`config.mk`:
```
export PLATFORM = sky130hd
export DESIGN_NAME = cache_fill_arbiter
export DESIGN_NICKNAME = d
export VERILOG_FILES = /design/src/rtl/cache_fill_arbiter_pkg.sv /design/src/rtl/cache_fill_arbiter_rr_priority_select.sv /design/src/rtl/cache_fill_arbiter.sv
export SDC_FILE = /design/constraint.sdc
export NUM_CORES = 1
export LEC_CHECK = 0
export BUFFER_PORTS_ARGS = -buffer_cell sky130_fd_sc_hd__buf_2
export CAP_MARGIN = 20
export CORE_ASPECT_RATIO = 1.75
export CORE_MARGIN = 4
export CORE_UTILIZATION = 46
export DETAILED_ROUTE_END_ITERATION = 8
export PLACE_DENSITY = 0.8
export SLEW_MARGIN = 20
export SYNTH_ARGS = -nofsm -noshare
export SYNTH_HDL_FRONTEND = slang
export SYNTH_SLANG_ARGS = --single-unit
```
`constraint.sdc`:
```
create_clock -name clk -period 2.7 [get_ports clk]
set_input_delay 0.54 -clock clk [delete_from_list [all_inputs] [get_ports clk]]
set_output_delay 0.54 -clock clk [all_outputs]
set_load 0.02 [all_outputs]
```
`src/rtl/cache_fill_arbiter_pkg.sv`:
```
`default_nettype none
// ============================================================================
//  Module      : cache_fill_arb_pkg
//  Description : Shared types for the instruction-cache fill arbiter: the
//                arbiter state encoding and the round-robin pointer width.
//  Revision    : 1.0 - initial release
// ============================================================================
package cache_fill_arb_pkg;

  typedef enum logic [2:0] {
    S_IDLE    = 3'd0,
    S_ISSUE   = 3'd1,
    S_WAIT    = 3'd2,
    S_GRANT   = 3'd3,
    S_DELIVER = 3'd4
  } state_t;

  // Width of a requester index / round-robin pointer. Kept at least one bit
  // so a degenerate single-requester build still elaborates.
  function automatic int rr_ptr_width(input int n_req);
    return (n_req > 1) ? $clog2(n_req) : 1;
  endfunction

endpackage
`default_nettype wire

```
`src/rtl/cache_fill_arbiter_rr_priority_select.sv`:
```
`default_nettype none
// ============================================================================
//  Module      : rr_priority_select
//  Description : Combinational round-robin picker. Returns the first set bit
//                of req at or after ptr, wrapping past the top index.
//  Ports       : req  - request vector (N_REQ bits)
//                ptr  - round-robin start position
//                any  - at least one request bit set
//                idx  - selected index (valid only when any=1)
//  Revision    : 1.0 - initial release
// ============================================================================
module rr_priority_select
  import cache_fill_arb_pkg::*;
#(
  parameter int N_REQ = 4,
  parameter int PTR_W = rr_ptr_width(N_REQ)
) (
  input  logic [N_REQ-1:0] req,
  input  logic [PTR_W-1:0] ptr,
  output logic             any,
  output logic [PTR_W-1:0] idx
);

  localparam int DBL_W = 2 * N_REQ;
  localparam logic [DBL_W-1:0] ONE = DBL_W'(1);

  logic [DBL_W-1:0] dbl;
  logic [DBL_W-1:0] keep;
  logic [DBL_W-1:0] masked;

  // The request vector is duplicated and everything below ptr is masked off.
  // The lower copy supplies candidates at/after ptr, the upper (unmasked)
  // copy supplies the wrapped candidates, so the lowest surviving bit is
  // the round-robin winner.
  always_comb begin
    dbl    = {req, req};
    keep   = ~((ONE << ptr) - ONE);
    masked = dbl & keep;
    any    = |req;
    idx    = '0;
    // Scan downwards so the lowest set bit is the last one written.
    for (int i = DBL_W - 1; i >= 0; i--) begin
      if (masked[i]) begin
        idx = PTR_W'(i % N_REQ);
      end
    end
  end

endmodule
`default_nettype wire

```
`src/rtl/cache_fill_arbiter.sv`:
```
`default_nettype none
// ============================================================================
//  Module      : cache_fill_arbiter
//  Description : Shares one instruction-memory read port among N_REQ
//                direct-mapped caches. Misses are served round-robin with a
//                single memory transaction in flight; the fill word is held
//                stable for the cycle after the cache's ready pulse.
//  Ports       : clk, rst          - clock, synchronous active-high reset
//                req_valid/addr    - per-cache miss requests (addr flattened)
//                req_ready         - one-hot fill-accept pulse
//                req_data          - fill word broadcast to all caches
//                mem_req_*         - memory read request handshake
//                mem_rsp_*         - memory read response
//                busy              - arbiter not idle
//                proto_err         - sticky: response seen outside S_WAIT
//  Revision    : 1.0 - initial release
// ============================================================================
module cache_fill_arbiter
  import cache_fill_arb_pkg::*;
#(
  parameter int N_REQ      = 4,
  parameter int ADDR_WIDTH = 12,
  parameter int DATA_WIDTH = 64
) (
  input  logic                          clk,
  input  logic                          rst,
  input  logic [N_REQ-1:0]              req_valid,
  input  logic [N_REQ*ADDR_WIDTH-1:0]   req_addr,
  output logic [N_REQ-1:0]              req_ready,
  output logic [DATA_WIDTH-1:0]         req_data,
  output logic                          mem_req_valid,
  output logic [ADDR_WIDTH-1:0]         mem_req_addr,
  input  logic                          mem_req_ready,
  input  logic                          mem_rsp_valid,
  input  logic [DATA_WIDTH-1:0]         mem_rsp_data,
  output logic                          busy,
  output logic                          proto_err
);

  localparam int PTR_W = rr_ptr_width(N_REQ);

  state_t                 state;
  state_t                 state_nxt;
  logic [PTR_W-1:0]       rr_ptr;
  logic [PTR_W-1:0]       sel_idx;
  logic [PTR_W-1:0]       sel_idx_inc;
  logic [ADDR_WIDTH-1:0]  addr_saved;
  logic [DATA_WIDTH-1:0]  data_reg;

  logic                   pick_any;
  logic [PTR_W-1:0]       pick_idx;
  logic [ADDR_WIDTH-1:0]  pick_addr;
  logic [ADDR_WIDTH-1:0]  sel_addr;
  logic                   grant_ok;

  rr_priority_select #(
    .N_REQ (N_REQ),
    .PTR_W (PTR_W)
  ) u_pick (
    .req (req_valid),
    .ptr (rr_ptr),
    .any (pick_any),
    .idx (pick_idx)
  );

  // Slot address muxes: the candidate being picked now, and the slot that
  // owns the in-flight transaction (re-checked before granting the fill).
  always_comb begin
    pick_addr = '0;
    sel_addr  = '0;
    for (int i = 0; i < N_REQ; i++) begin
      if (pick_idx == PTR_W'(i)) pick_addr = req_addr[i*ADDR_WIDTH +: ADDR_WIDTH];
      if (sel_idx  == PTR_W'(i)) sel_addr  = req_addr[i*ADDR_WIDTH +: ADDR_WIDTH];
    end
  end

  // The fill is only handed over if the cache still wants this very block;
  // a withdrawn or retargeted miss simply drops the fetched word.
  assign grant_ok = req_valid[sel_idx] && (sel_addr == addr_saved);

  assign sel_idx_inc = (sel_idx == PTR_W'(N_REQ - 1)) ? '0 : sel_idx + PTR_W'(1);

  // --------------------------------------------------------------------------
  // State and datapath registers
  // --------------------------------------------------------------------------
  always_ff @(posedge clk) begin
    if (rst) begin
      state      <= S_IDLE;
      rr_ptr     <= '0;
      sel_idx    <= '0;
      addr_saved <= '0;
      data_reg   <= '0;
      proto_err  <= 1'b0;
    end else begin
      state <= state_nxt;

      if (state == S_IDLE && pick_any) begin
        sel_idx    <= pick_idx;
        addr_saved <= pick_addr;
      end

      if (state == S_WAIT && mem_rsp_valid) begin
        data_reg <= mem_rsp_data;
      end

      // Pointer advances past the served slot whether or not the fill was
      // accepted, so a withdrawing cache cannot starve the others.
      if (state == S_GRANT) begin
        rr_ptr <= sel_idx_inc;
      end

      if (mem_rsp_valid && state != S_WAIT) begin
        proto_err <= 1'b1;
      end
    end
  end

  // --------------------------------------------------------------------------
  // Next-state logic
  // --------------------------------------------------------------------------
  always_comb begin
    state_nxt = state;
    case (state)
      S_IDLE:    if (pick_any)      state_nxt = S_ISSUE;
      S_ISSUE:   if (mem_req_ready) state_nxt = S_WAIT;
      S_WAIT:    if (mem_rsp_valid) state_nxt = S_GRANT;
      S_GRANT:   state_nxt = grant_ok ? S_DELIVER : S_IDLE;
      S_DELIVER: state_nxt = S_IDLE;
      default:   state_nxt = S_IDLE;
    endcase
  end

  // --------------------------------------------------------------------------
  // Outputs
  // --------------------------------------------------------------------------
  always_comb begin
    req_ready     = '0;
    mem_req_valid = 1'b0;
    busy          = (state != S_IDLE);
    if (state == S_ISSUE) begin
      mem_req_valid = 1'b1;
    end
    if (state == S_GRANT && grant_ok) begin
      req_ready[sel_idx] = 1'b1;
    end
  end

  assign mem_req_addr = addr_saved;
  assign req_data     = data_reg;

endmodule
`default_nettype wire

```
# Word level (Yosys, flattened, before mapping)
# Cells that the tools add are included.
[totals] elab_cells=67 ff_bits=84 input_bits=120
[op_classes] n_lt_le_gt_ge=2 bitwise=2 add_sub_neg=2 muxes=28 shifts=1 eq_ne=14 n_reduce_logical=12
[ops] operator="12-bit 2-to-1 mux" count=8
[ops] operator="2-bit 2-to-1 mux" count=9
[ops] operator="12-bit == test" count=1
[ops] operator="3-bit 2-to-1 mux" count=4
[ops] operator="3-bit case mux with 4 select lines" count=1
[ops] operator="8-bit AND" count=1
[ops] operator="2-bit == test, second input constant" count=4
[ops] operator="8-bit inverter" count=1
[ops] operator="1-bit by 2-bit << shifter with 8-bit output, first input constant" count=1
[ops] operator="8-bit by 1-bit subtractor with 8-bit output, second input constant" count=1
[ops] operator="3-bit by 2-bit == test with 1-bit output, second input constant" count=2
[ops] operator="1-bit logical AND" count=6
[ops] operator="2-bit != test, second input constant" count=3
[ops] operator="2-bit by 1-bit == test with 1-bit output, second input constant" count=2
[ops] operator="2-bit logical NOT" count=2
[ops] operator="4-bit 2-to-1 mux" count=1
[ops] operator="4-bit OR reduction" count=1
[ops] operator="3-bit by 1-bit == test with 1-bit output, second input constant" count=1
[ops] operator="3-bit logical NOT" count=1
[ops] operator="2-bit by 3-bit less-than comparator with 1-bit output, second input constant" count=1
[ops] operator="1-bit 2-to-1 mux" count=3
[ops] operator="3-bit by 2-bit != test with 1-bit output, second input constant" count=1
[ops] operator="3-bit AND reduction" count=1
[ops] operator="3-bit nonzero test" count=1
[ops] operator="4 further kinds" count=4

# Depth between registers and ports, before layout
[depth] depth_word=17 ltp_mapped=11 mapped_depth_nobuf=8

# Hierarchy
# Synthesis repeated with hierarchy kept, for this count alone.
[hier_totals] cells_unflattened=490 area_unflattened_um2=3996.3
[modules_own_cells] mod="cache_fill_arbiter" n_inst=1 area_each_um2=3891.2 seq_area_each_um2=1681.6 cells_each=473
[modules_own_cells] mod="rr_priority_select" n_inst=1 area_each_um2=105.1 seq_area_each_um2=0.0 cells_each=17

# Least setup slack after synthesis
# Ideal clock, no wire load.
[synth_path] path_type="reg2out" startpoint="register sel_idx[1]" endpoint="output port req_ready[0]" setup_slack_ns=0.086 path_buffers=3 path_stages_with_launch=11 arrival_ns=2.074 cell_sequence="dfxtp_1 > inv_1 > ha_1 > buf_2 > buf_6 > buf_4 > o211ai_1 > nand2_1 > xnor2_1 > nor4_2 > and4_1"
[synth_via] elab_chain_len=9
[synth_rtl] element="start: declaration" line_no="cache_fill_arbiter.sv:45" text="logic [PTR_W-1:0] sel_idx;"
[synth_rtl] element="start signal: assignment" line_no="cache_fill_arbiter.sv:98" text="sel_idx <= pick_idx;"
[synth_rtl] element="2-bit logical NOT" line_no="cache_fill_arbiter.sv:73" text="if (sel_idx == PTR_W'(i)) sel_addr = req_addr[i*ADDR_WIDTH +: ADDR_WIDTH];"
[synth_rtl] element="12-bit 2-to-1 mux (4 in a row)" line_no="cache_fill_arbiter.sv:73"
[synth_rtl] element="12-bit == test" line_no="cache_fill_arbiter.sv:79" text="assign grant_ok = req_valid[sel_idx] && (sel_addr == addr_saved);"
[synth_rtl] element="1-bit logical AND" line_no="cache_fill_arbiter.sv:79"
[synth_rtl] element="1-bit logical AND" line_no="cache_fill_arbiter.sv:143" text="if (state == S_GRANT && grant_ok) begin"
[synth_rtl] element="4-bit 2-to-1 mux *" line_no="cache_fill_arbiter.sv:143"
[synth_rtl] element="end: declaration" line_no="cache_fill_arbiter.sv:29" text="output logic [N_REQ-1:0] req_ready,"
# Mark *: on every way between the ends. The rest lies on a longest branch, timed or not. The select of a mux whose other input is x is not followed.

# Worst setup path after layout
[layout_path] startpoint="register sel_idx[0]" endpoint="output port req_ready[0]"
# The elaborated chain is that of the path after synthesis.

==> qor.txt <==
Worst path required time - 2.16 ns
Async SR Flop Fraction - 0%
Max-capacitance violation count - 0
CP Buf/Inv Count - 4
Overflow left after global routing - 0
Number of synthesized flops with an enable pin - 0
Violated checks - negative setup slack
Most used flip-flop cell after synthesis - sky130_fd_sc_hd__dfxtp_1
Routed via count - 4639
Number of nets produced by synthesis - 664
Clk slew on worst S/H paths - 0.06 ns
Count of standard-cell rows - 45
Maximum clock insertion buffer count - 2
Min-Delay Path Class - input port to flip-flop
Layout Skew - 0.00830 ns
First-pass GRT wire length - 20.3 mm
Die height - 134 um
TritonCTS sink count - 84
Final antenna diode count - 0
Boundary pin count - 203
Slowest Stage Delay on Critical Path - 0.36 ns
Setup violations, final - 4
Via count of the first global-routing pass - 4484
TritonCTS Buffers - 9
Type of the setup path with the least slack - flip-flop to output port
Full die area - 0.0106 mm^2
Core area - 0.00873 mm^2
Share of final-layout standard cells stronger than drive strength 1 - 36.8%
Total length of routed wires - 13.2 mm
Worst-Skew Late Latency - 0.33 ns
Global-route usage over all layers - 23.8%
Slowest stage cell on the critical path - sky130_fd_sc_hd__dfxtp_4
Critical Path End Type - output port
Sequential-to-total area share from yosys stat - 40.6%
Cell class contributing the biggest share of worst-path delay - simple AND/OR/NAND/NOR gates
Yosys warning count - 0
Worst-path cell chain - buf_12 -> ha_4 -> nor2_4 -> buf_6 -> buf_12 -> o211ai_1 -> a21oi_1 -> o211ai_1 -> nor4_4 -> and4_1 -> buf_6
Number of logic stages on the critical path including buffering - 11
Final core utilization - 66.4%
Last weighted congestion value of the routability-driven placer - 0.965
CTS tree - yes
Mapped Cells - 539
Area growth from synthesis to layout - 40.0%
Final worst slack - -0.343 ns
Routed wire per std cell - 15.1 um
Arrival time at the worst endpoint - 2.50 ns
Share of the cycle needed by the critical path after routing - 113%
Final HPWL from detailed placement - 9.95 mm
Pin count of the biggest net entering global routing - 65
Power density of the placed cells - 559 mW/mm^2
DRC - 0
Result of the run - finished with violations
Hold path depth - 2
First-pass DRT Iterations - 5
Register bit count reported by yosys - 84
Number of port buffers - 202
Hold violation total from the final report - 0
DRT iter0 DRCs - 200
Cell leakage power - 0.00262 uW
Peak supply drop - 372 uV
Overall power - 3240 uW
Slew margin rel. - 54.5%
Average footprint of a synthesized cell - 7.68 um^2
Clock root buffer master - sky130_fd_sc_hd__clkbuf_16
Synthesized area - 0.00414 mm^2
Final slew viol count - 0
Detail Route Antenna Nets - 0
Die boundary width - 79.7 um
Synth cell types - 49
Post-layout min period - 3.04 ns
Number of cells on the worst reg-to-reg path - 7
Number of H-tree branching levels - 3
Final layout net count - 875
Initial antenna violation count - 0
Worst Setup Start Kind - flip-flop
Initial Util - 47.4%
Achievable Freq - 329 MHz
Via density per instance - 5.32
Largest fanout on the critical path - 6
Unrepaired setup endpoints after global routing - yes
Worst-Margin Slew - 0.682 ns
==> worst reg2reg max path: stages, from the launching register on <==
cell                      delay (ns)
sky130_fd_sc_hd__dfxtp_1        0.36
sky130_fd_sc_hd__or2_2          0.29
sky130_fd_sc_hd__ha_1           0.32
sky130_fd_sc_hd__nand2_1        0.16
sky130_fd_sc_hd__nand4_1        0.18
sky130_fd_sc_hd__o21ai_1        0.45
sky130_fd_sc_hd__nor2_4         0.17
sky130_fd_sc_hd__a221o_1        0.34
==> state kept, by name, summed over array words and instances, names as in the netlist <==
| name | cells |
|---|---|
| mem_req_addr | 12 |
| proto_err | 1 |
| req_data | 64 |
| rr_ptr | 2 |
| sel_idx | 2 |
| state | 3 |
==> worst paths after layout <==
check                      to          from  slack, ns
max reg2reg  mem_req_addr[11]     rr_ptr[0]       0.31
min reg2reg       req_data[6]   req_data[6]       0.45
min           mem_req_addr[9]  req_addr[21]       0.44
max              req_ready[0]    sel_idx[0]      -0.34
==> placed cells by master (no fill, tap or decap), types with 13 or more instances in the layout <==
cell and n:
sky130_fd_sc_hd__buf_2 198, sky130_fd_sc_hd__nand2_1 181, sky130_fd_sc_hd__dfxtp_1 82, sky130_fd_sc_hd__a21oi_1 75
sky130_fd_sc_hd__buf_4 29, sky130_fd_sc_hd__o211ai_1 17, sky130_fd_sc_hd__nor2_1 15, sky130_fd_sc_hd__o21ai_0 13
==> layout make-up <==
cell class	instances	area, um^2
Sequential cell	84	1690
Clock inverter	6	47.5
Clock buffer	10	229
Tap cell	117	146
Timing Repair Buffer	237	1350
Inverter	3	11.3
Multi-Input combinational cell	415	2330
Fill cell	742	2930
==> cells in the mapped netlist, types with 2 or more instances <==
library cell	number	area share (%)
sky130_fd_sc_hd__a221oi_2	2	0.73
sky130_fd_sc_hd__o211ai_1	17	3.1
sky130_fd_sc_hd__nor2_2	2	0.30
sky130_fd_sc_hd__buf_2	6	0.73
sky130_fd_sc_hd__nand3b_1	2	0.36
sky130_fd_sc_hd__a221o_2	2	0.54
sky130_fd_sc_hd__nor2_1	15	1.4
sky130_fd_sc_hd__a22oi_1	8	1.5
sky130_fd_sc_hd__nor3_1	5	0.60
sky130_fd_sc_hd__nand2b_1	9	1.4
sky130_fd_sc_hd__a221o_1	9	2.2
sky130_fd_sc_hd__nand4_1	2	0.30
sky130_fd_sc_hd__xnor2_1	6	1.3
sky130_fd_sc_hd__and4_1	5	1.1
sky130_fd_sc_hd__buf_1	5	0.45
sky130_fd_sc_hd__mux2i_1	7	1.7
sky130_fd_sc_hd__nand2_1	183	17
sky130_fd_sc_hd__o211a_1	5	1.2
sky130_fd_sc_hd__or3_1	5	0.76
sky130_fd_sc_hd__clkbuf_1	15	1.4
sky130_fd_sc_hd__buf_6	4	1.1
sky130_fd_sc_hd__a211oi_1	2	0.36
sky130_fd_sc_hd__nor4_2	2	0.60
sky130_fd_sc_hd__buf_4	7	1.3
sky130_fd_sc_hd__o21ai_0	17	2.1
sky130_fd_sc_hd__dfxtp_1	84	41
sky130_fd_sc_hd__ha_1	5	1.5
sky130_fd_sc_hd__inv_1	3	0.27
sky130_fd_sc_hd__nor2b_1	7	1.1
sky130_fd_sc_hd__a21oi_1	75	9.1
sky130_fd_sc_hd__o21ai_1	5	0.60
==> power breakdown <==
part / switching (uW) / internal, uW / total, uW
logic: 432 / 340 / 772
clock network: 490 / 631 / 1120
registers: 50.4 / 1300 / 1350
==> stage by stage <==
stage                     instance area, um^2  instances  TNS (ns)  hold slack, ns  setup slack (ns)
after CTS                                5770        871     -1.41           0.430            -0.358
final                                    5800        872     -1.27           0.441            -0.343
after global placement                   5320        849    -0.348           0.438           -0.0894
after floorplan                          4140        539         0           0.505            0.0860
after global routing                     5800        872     -1.80           0.440            -0.476
after detailed placement                 5320        849    -0.684           0.444            -0.180
==> kinds of logic after synthesis <==
group | after synthesis | share of synthesized area, %
simple gates | 247 | 26.2
compound gates | 149 | 22.9
flops | 84 | 40.6
buf+inv | 40 | 5.17
mux | 8 | 2.33
xor+xnor | 6 | 1.27
fa+ha+maj | 5 | 1.51
==> timing repair <==
action / CTS / global route
setup buffers: 6 / 2
gates resized for setup: 29 / 5
hold buffers: 0 / 0
pin swaps: 12 / 10
endpoints found under the setup margin: 4 / 11
==> per-layer routing <==
layer | wire [um] | track usage, % | vias up
met5 | 0 | 0 | -
met4 | 464 | 12.5 | 0
met3 | 1230 | 4.26 | 35
met2 | 6630 | 42.7 | 241
met1 | 4870 | 26.0 | 2078
li1 | - | - | 2285
Note: power is estimated with default switching activity, not from simulation.
